===== src/rtl/bcd_operand_loader_pkg.sv =====
// Shared encodings for the BCD operand-entry stage: FSM states, slot width, largest legal digit.
package bcd_operand_loader_pkg;

   localparam int SLOT_W = 3;
   localparam logic [3:0] BCD_MAX = 4'd9;

   // The state value doubles as the slot index that is shown to the user.
   typedef enum logic [SLOT_W-1:0] {
      S_A1   = 3'd0,
      S_A0   = 3'd1,
      S_B1   = 3'd2,
      S_B0   = 3'd3,
      S_DONE = 3'd4
   } state_t;

endpackage


===== src/rtl/bcd_operand_loader_key_debounce.sv =====
// Raw active-low key -> synchronised, debounced level -> one-cycle press strobe on its 1->0 edge.
// Latency: a stable press gives a strobe 2 + DEBOUNCE_CYCLES cycles later; a release gives no strobe.
module key_debounce #(
   parameter int DEBOUNCE_CYCLES = 500000,
   parameter int CNT_W           = 19
) (
   input  logic CLOCK_50,
   input  logic resetn,
   input  logic key_n,
   output logic press_pulse
);

   localparam logic [CNT_W-1:0] CNT_MAX = CNT_W'(DEBOUNCE_CYCLES - 1);

   logic             sync1_q;
   logic             sync2_q;
   logic             db_q;
   logic [CNT_W-1:0] cnt_q;

   always_ff @(posedge CLOCK_50 or negedge resetn) begin
      if (!resetn) begin
         sync1_q     <= 1'b1;
         sync2_q     <= 1'b1;
         db_q        <= 1'b1;
         cnt_q       <= '0;
         press_pulse <= 1'b0;
      end else begin
         sync1_q     <= key_n;
         sync2_q     <= sync1_q;
         press_pulse <= 1'b0;
         if (sync2_q == db_q) begin
            cnt_q <= '0;
         end else if (cnt_q == CNT_MAX) begin
            // The level flips here; a flip away from 1 is a press.
            db_q        <= ~db_q;
            cnt_q       <= '0;
            press_pulse <= db_q;
         end else begin
            cnt_q <= cnt_q + 1'b1;
         end
      end
   end

endmodule


===== src/rtl/bcd_operand_loader.sv =====
// Collects four BCD digits A1,A0,B1,B0 from SW using debounced enter/clear keys; flags non-BCD entries.
// Latency: digit registers update one cycle after a press strobe; clear has priority over enter.
module bcd_operand_loader
   import bcd_operand_loader_pkg::*;
#(
   parameter int DEBOUNCE_CYCLES = 500000,
   parameter int CNT_W           = 19
) (
   input  logic              CLOCK_50,
   input  logic              resetn,
   input  logic [3:0]        SW,
   input  logic              key_enter,
   input  logic              key_clear,
   output logic [3:0]        A1,
   output logic [3:0]        A0,
   output logic [3:0]        B1,
   output logic [3:0]        B0,
   output logic [SLOT_W-1:0] slot,
   output logic              ops_valid,
   output logic              bcd_err
);

   logic       enter_p;
   logic       clear_p;
   logic [3:0] sw_s1_q;
   logic [3:0] sw_s2_q;

   state_t     state_q, state_d;
   logic [3:0] a1_d, a0_d, b1_d, b0_d;
   logic       err_d;

   key_debounce #(.DEBOUNCE_CYCLES(DEBOUNCE_CYCLES), .CNT_W(CNT_W)) u_enter_db (
      .CLOCK_50    (CLOCK_50),
      .resetn      (resetn),
      .key_n       (key_enter),
      .press_pulse (enter_p)
   );

   key_debounce #(.DEBOUNCE_CYCLES(DEBOUNCE_CYCLES), .CNT_W(CNT_W)) u_clear_db (
      .CLOCK_50    (CLOCK_50),
      .resetn      (resetn),
      .key_n       (key_clear),
      .press_pulse (clear_p)
   );

   always_ff @(posedge CLOCK_50 or negedge resetn) begin
      if (!resetn) begin
         sw_s1_q   <= '0;
         sw_s2_q   <= '0;
         state_q   <= S_A1;
         A1        <= '0;
         A0        <= '0;
         B1        <= '0;
         B0        <= '0;
         ops_valid <= 1'b0;
         bcd_err   <= 1'b0;
      end else begin
         sw_s1_q   <= SW;
         sw_s2_q   <= sw_s1_q;
         state_q   <= state_d;
         A1        <= a1_d;
         A0        <= a0_d;
         B1        <= b1_d;
         B0        <= b0_d;
         ops_valid <= (state_d == S_DONE);
         bcd_err   <= err_d;
      end
   end

   always_comb begin
      state_d = (state_q > S_DONE) ? S_A1 : state_q;
      a1_d    = A1;
      a0_d    = A0;
      b1_d    = B1;
      b0_d    = B0;
      err_d   = bcd_err;

      if (clear_p) begin
         state_d = S_A1;
         a1_d    = '0;
         a0_d    = '0;
         b1_d    = '0;
         b0_d    = '0;
         err_d   = 1'b0;
      end else if (enter_p) begin
         case (state_q)
            S_A1, S_A0, S_B1, S_B0: begin
               if (sw_s2_q > BCD_MAX) begin
                  err_d = 1'b1;
               end else begin
                  err_d   = 1'b0;
                  state_d = state_t'(state_q + 3'd1);
                  case (state_q)
                     S_A1:    a1_d = sw_s2_q;
                     S_A0:    a0_d = sw_s2_q;
                     S_B1:    b1_d = sw_s2_q;
                     default: b0_d = sw_s2_q;
                  endcase
               end
            end
            // Restart keeps the old digits; they are overwritten one by one.
            S_DONE:  state_d = S_A1;
            default: state_d = S_A1;
         endcase
      end
   end

   assign slot = state_q;

endmodule

===== config.mk =====
export PLATFORM = sky130hd
export DESIGN_NAME = bcd_operand_loader
export DESIGN_NICKNAME = d
export VERILOG_FILES = /design/src/rtl/bcd_operand_loader_pkg.sv /design/src/rtl/bcd_operand_loader_key_debounce.sv /design/src/rtl/bcd_operand_loader.sv
export SDC_FILE = /design/constraint.sdc
export NUM_CORES = 1
export LEC_CHECK = 0
export CAP_MARGIN = 30
export CORE_ASPECT_RATIO = 1.75
export CORE_UTILIZATION = 43
export DETAILED_ROUTE_END_ITERATION = 16
export MAX_ROUTING_LAYER = met4
export PLACE_DENSITY = 0.71
export SYNTH_ARGS = -nofsm -noshare
export SYNTH_HDL_FRONTEND = slang
export SYNTH_SLANG_ARGS = --single-unit
export TNS_END_PERCENT = 50

===== constraint.sdc =====
create_clock -name CLOCK_50 -period 2.65 [get_ports CLOCK_50]
set_clock_uncertainty 0.15 [all_clocks]
set_input_delay 0.53 -clock CLOCK_50 [delete_from_list [all_inputs] [get_ports CLOCK_50]]
set_output_delay 0.53 -clock CLOCK_50 [all_outputs]
set_load 0.05 [all_outputs]

* After elaboration in Yosys (flattened, before gate mapping)
Index checks and enable logic that the tools add are counted.
Cells by class: bitwise operators 4, $add $sub $neg 3, muxes and demuxes 37, $lt $le $gt $ge 2, reductions and logical operators 15, equality and inequality tests 10
Operators by type and width (number):
- two-way mux 4 bit | 20
- two-way mux 19 bit | 4
- adder 19 x 1 -> 19 bit (second input constant) | 2
- == test 19 bit (second input constant) | 2
- AND reduction 4 bit | 4
- two-way mux 3 bit | 5
- nonzero test 2 bit | 5
- two-way mux 1 bit | 8
- == test 3 x 2 -> 1 bit (second input constant) | 2
- AND reduction 2 bit | 3
- > comparator 4 bit (second input constant) | 1
- != test 2 x 1 -> 1 bit (second input constant) | 2
- inverter 1 bit | 4
- OR reduction 4 bit | 1
- adder 3 x 1 -> 3 bit (second input constant) | 1
- == test 3 x 1 -> 1 bit (second input constant) | 1
- == test 3 bit (second input constant) | 1
- > comparator 3 bit (second input constant) | 1
- zero test 3 bit | 1
- OR reduction 3 bit | 1
- == test 1 bit | 2
Storage, ports and cells: input bits 8, output and inout bits 21, register bits after elaboration 75, logic and storage cells 90

* Depth between registers and ports, before layout
depth in word-level cells 7, depth in mapped cells 6, depth with buffers taken out 5

* Cells and area by module
A second synthesis with hierarchy kept.
Unflattened totals: cell total of the unflattened synthesis 343, area, all modules 3574.7 um^2
Modules (own cells, without submodules):
- key_debounce | times used 2, area an instance 1122.3 um^2, sequential area each 579.3 um^2, cells each 110
- bcd_operand_loader | times used 1, area an instance 1330.0 um^2, sequential area each 725.7 um^2, cells each 123

* Least setup slack after synthesis
Ideal clock, no wire load.
kind register to register, start point register u_enter_db.cnt_q[11], end point register u_enter_db.db_q, cell stages (with the launch flop) 5, setup time 0.082 ns, data required time 2.418 ns, path slack 0.690 ns, data arrival time 1.728 ns, buffers on the path 0, clock period less this slack 1.960 ns, cell sequence dfrtp_1 nor4_2 nand4_2 or4_4 mux2_4
Between the ends: word-level cells in the longest chain between the ends 2
Ends and longest elaborated chain:
- from (decl) | line bcd_operand_loader_key_debounce.sv:18 | logic [CNT_W-1:0] cnt_q;
- from (signal assigned) | line bcd_operand_loader_key_debounce.sv:39 | cnt_q <= cnt_q + 1'b1;
- == test 19 bit | line bcd_operand_loader_key_debounce.sv:33 | end else if (cnt_q == CNT_MAX) begin
- AND reduction 2 bit (no source line)
- to (signal assigned) | line bcd_operand_loader_key_debounce.sv:35 | db_q <= ~db_q;
- to (decl) | line bcd_operand_loader_key_debounce.sv:17 | logic db_q;
Every way passes these cells. A chain may end at the register's enable or synchronous reset.

* Final worst setup path
start point register state_q[1], in the netlist slot[1], end point output port slot[1]
RTL lines:
- from (decl) | line bcd_operand_loader.sv:28 | state_t state_q, state_d;
- from (signal assigned) | line bcd_operand_loader.sv:60 | state_q <= state_d;
- to (decl) | line bcd_operand_loader.sv:18 | output logic [SLOT_W-1:0] slot,
No word-level cell between the ends.

==> flow_summary.toml <==
[setup_path]
timing.critical_path.slowest_cell_delay_ps = 840
crit_path_max_fanout = 6
worstPathBufferInverterCount = 1
family_of_cells_with_the_greatest_summed_delay_on_the_critical_path = "buffers and inverters"
timing.setup.critical_path_class = "flip-flop to output port"
critical_path_required_ps = 1970
cp.arrival_ps = 1620
standard_cell_with_the_maximum_stage_delay_on_the_critical_path = "sky130_fd_sc_hd__clkdlybuf4s50_1"
critPathCaptureType = "output port"
worstPathCellList = "clkdlybuf4s50_1"
start_kind = "flip-flop"

[placement]
place.gp.congestion = 0.883
detailedPlace.worstSlack_ps = 599
detailed_place.area_um2 = 3820
detailed_place_hpwl_um = 4720
portBuffers = 28

[finish]
syn_to_final_growth_pct = 20.8
antennaDiodeCount = 0
mostFrequentLayoutCell = "sky130_fd_sc_hd__dfrtp_1"
layout-drive-gt1-share_pct = 11.5
finish.instance_area_um2 = 4130
mostFrequentLayoutCells = "sky130_fd_sc_hd__dfrtp_1, sky130_fd_sc_hd__nor2_1, sky130_fd_sc_hd__clkdlybuf4s50_1, sky130_fd_sc_hd__xnor2_1, sky130_fd_sc_hd__nand3_1"
fin_nets = 365

[cts]
number_of_clock_sinks = 75
cts-hold-fix-buffers = 0
setup_buffers_after_cts = 0
clkLatencyLatePin_ps = 340
cts_tree = "yes"
clockRootBuffer = "sky130_fd_sc_hd__clkbuf_16"
cts_buffer_depth = 2
cts_resized = 0
htreeDepth = 3
clk_pin_slew_ps = 60
total_cts_buffers = 9

[yosys]
synth-seq-cells = 75
synth_largest_area_cell = "sky130_fd_sc_hd__dfrtp_1"
ys_types = 48
yosys_warnings = 0
synth_area_um2 = 3420
syn-instance-count = 316
asyncSetResetFlopFracSynth_pct = 100
synth-edff-count = 0
sequential_share_of_the_synthesized_area_pct = 55.1
synth_top_area_share_pct = 50.5
postSynthNetCount = 330
synthFlopType = "sky130_fd_sc_hd__dfrtp_1"
post_synth_main_area_contributors = "sky130_fd_sc_hd__dfrtp_1, sky130_fd_sc_hd__xnor2_1, sky130_fd_sc_hd__nor2_1"
synth.avg_cell_area_um2 = 10.8

[sta]
finalSetupTns_ps = 0
finalWorstSetupSlack_ps = 353
setup-violations-final = 0
worst_slew_margin_rel_pct = 63.7
hold_viol = 0
timing.fmax_ghz = 0.435
timing.final.max_slew_violations = 0
timing.final.crit_share_pct = 86.7
unrepaired_setup_endpoints_after_global_routing = "no"
period_minus_slack_ps = 2300
worst_pin_slew_ps = 540

[detailed_routing]
wirelength_um = 6750
remaining_drc_errors = 0
wl_per_cell_um = 15.2
routed-via-count = 2453
drt_pass1_iterations = 4
post_drt_via_cell_ratio = 5.52
drtAntennaViolNets = 0
drt-initial-drc-count = 154

[min_path]
min-delay-path-class = "primary input to async pin"

[global_routing]
grt_first_pass_wirelength_um = 11400
maximum_number_of_pins_on_one_net_before_global_route_repair = 76
number_of_global_route_vias_before_repair = 2455
overflow_left_after_global_routing = 0
number_of_antenna_violations_at_the_first_check_in_global_routing = 0
groute.usage.overall_pct = 18.2

[floorplan]
dieWidth_um = 69.4
die_y_um = 120
core_region_area_um2 = 7620
ios = 29
num_rows = 42
start_util_pct = 44.9
fp.dieArea_um2 = 8330

[power_and_ir_drop]
leakage_uw = 0.00182
p_per_area_nw_per_um2 = 603
vdd_drop_max_v = 0.000510

[job]
cap_viol_max_count = 0

[run_status]
status = "finished clean"
==> Yosys cell counts (3+ instances only) <==
library cell,count
sky130_fd_sc_hd__dfrtp_1,69
sky130_fd_sc_hd__nor2_1,58
sky130_fd_sc_hd__xnor2_1,26
sky130_fd_sc_hd__nand3_1,22
sky130_fd_sc_hd__mux2i_1,17
sky130_fd_sc_hd__inv_1,12
sky130_fd_sc_hd__nand2_1,12
sky130_fd_sc_hd__nand4_1,8
sky130_fd_sc_hd__nor3_1,8
sky130_fd_sc_hd__nor4_1,8
sky130_fd_sc_hd__a21oi_1,7
sky130_fd_sc_hd__clkbuf_1,7
sky130_fd_sc_hd__dfstp_2,6
sky130_fd_sc_hd__ha_1,6
sky130_fd_sc_hd__xor2_1,5
sky130_fd_sc_hd__nor4b_1,4
sky130_fd_sc_hd__nand4_2,3
sky130_fd_sc_hd__or4_1,3
==> power by group <==
| group | internal, µW | switching, µW | leakage (µW) | total [µW] |
|---|---|---|---|---|
| clock network | 763 | 478 | 0.000154 | 1240 |
| registers | 1160 | 17.4 | 0.00100 | 1180 |
| logic | 26.7 | 42.1 | 0.000665 | 68.8 |
==> metrics by stage <==
| step | hold slack (ps) | utilization (%) | instances | power, µW |
|---|---|---|---|---|
| final | 42.2 | 54.2 | 444 | 2490 |
| after detailed placement | 189 | 50.2 | 428 | 1270 |
| after CTS | 64.3 | 54.2 | 444 | 2520 |
| after global placement | 183 | 50.2 | 428 | 1270 |
| after global routing | 86.8 | 54.2 | 444 | 2580 |
| after floorplan | 84.4 | - | 316 | 1220 |
==> layout make-up <==
type,instances,area (µm²)
Clock inverter,6,70.1
Inverter,12,45.0
Sequential cell,75,1880
Timing Repair Buffer,33,328
Fill cell,642,3490
Tap cell,88,110
Multi-Input combinational cell,220,1460
Clock buffer,10,239
==> layer usage <==
metal | track usage, % | share of wire, % | wire [µm] | vias to the layer above
li1 | - | - | - | 1173
met4 | 8.67 | 2.4 | 159 | 0
met3 | 4.53 | 2.9 | 194 | 13
met2 | 31.2 | 55 | 3690 | 43
met1 | 19.5 | 40 | 2710 | 1224
met5 | - | 0 | 0 | -
==> flip-flops by register name, indices dropped and copies added (netlist names) <==
| signal | cells |
|---|---|
| ops_valid | 1 |
| A0 | 4 |
| u_enter_db.cnt_q | 19 |
| sw_s2_q | 4 |
| bcd_err | 1 |
| u_enter_db.db_q | 1 |
| u_clear_db.cnt_q | 19 |
| B1 | 4 |
| slot | 3 |
| u_clear_db.press_pulse | 1 |
| B0 | 4 |
| u_enter_db.press_pulse | 1 |
| u_clear_db.sync2_q | 1 |
| u_enter_db.sync1_q | 1 |
| sw_s1_q | 4 |
| u_clear_db.sync1_q | 1 |
| u_clear_db.db_q | 1 |
| A1 | 4 |
| u_enter_db.sync2_q | 1 |
==> cell families (layout without fill, tap and decap cells) <==
group           count (synthesis)  in the layout  synth area share (%)
compound gates                 19             19                  4.20
xor+xnor                       31             31                  7.93
fa+ha+maj                       6              6                  2.19
buf+inv                        21             61                  2.38
flops                          75             75                  55.1
mux                            19             19                  5.74
simple gates                  145            145                  22.5
==> final timing paths <==
check / startpoint / endpoint / slack [ps] / cells after the start
max: slot[1] / slot[1] / 350 / 1
min: resetn / u_clear_db.cnt_q[12] / 40 / 2
max reg2reg: u_clear_db.cnt_q[0] / u_clear_db.cnt_q[18] / 570 / 5
min reg2reg: sw_s1_q[0] / sw_s2_q[0] / 200 / 0
max in group asynchronous: resetn / u_clear_db.db_q / 1950 / 2
min in group CLOCK_50: sw_s1_q[0] / sw_s2_q[0] / 200 / 0
Power figures use the tool's default switching activity.
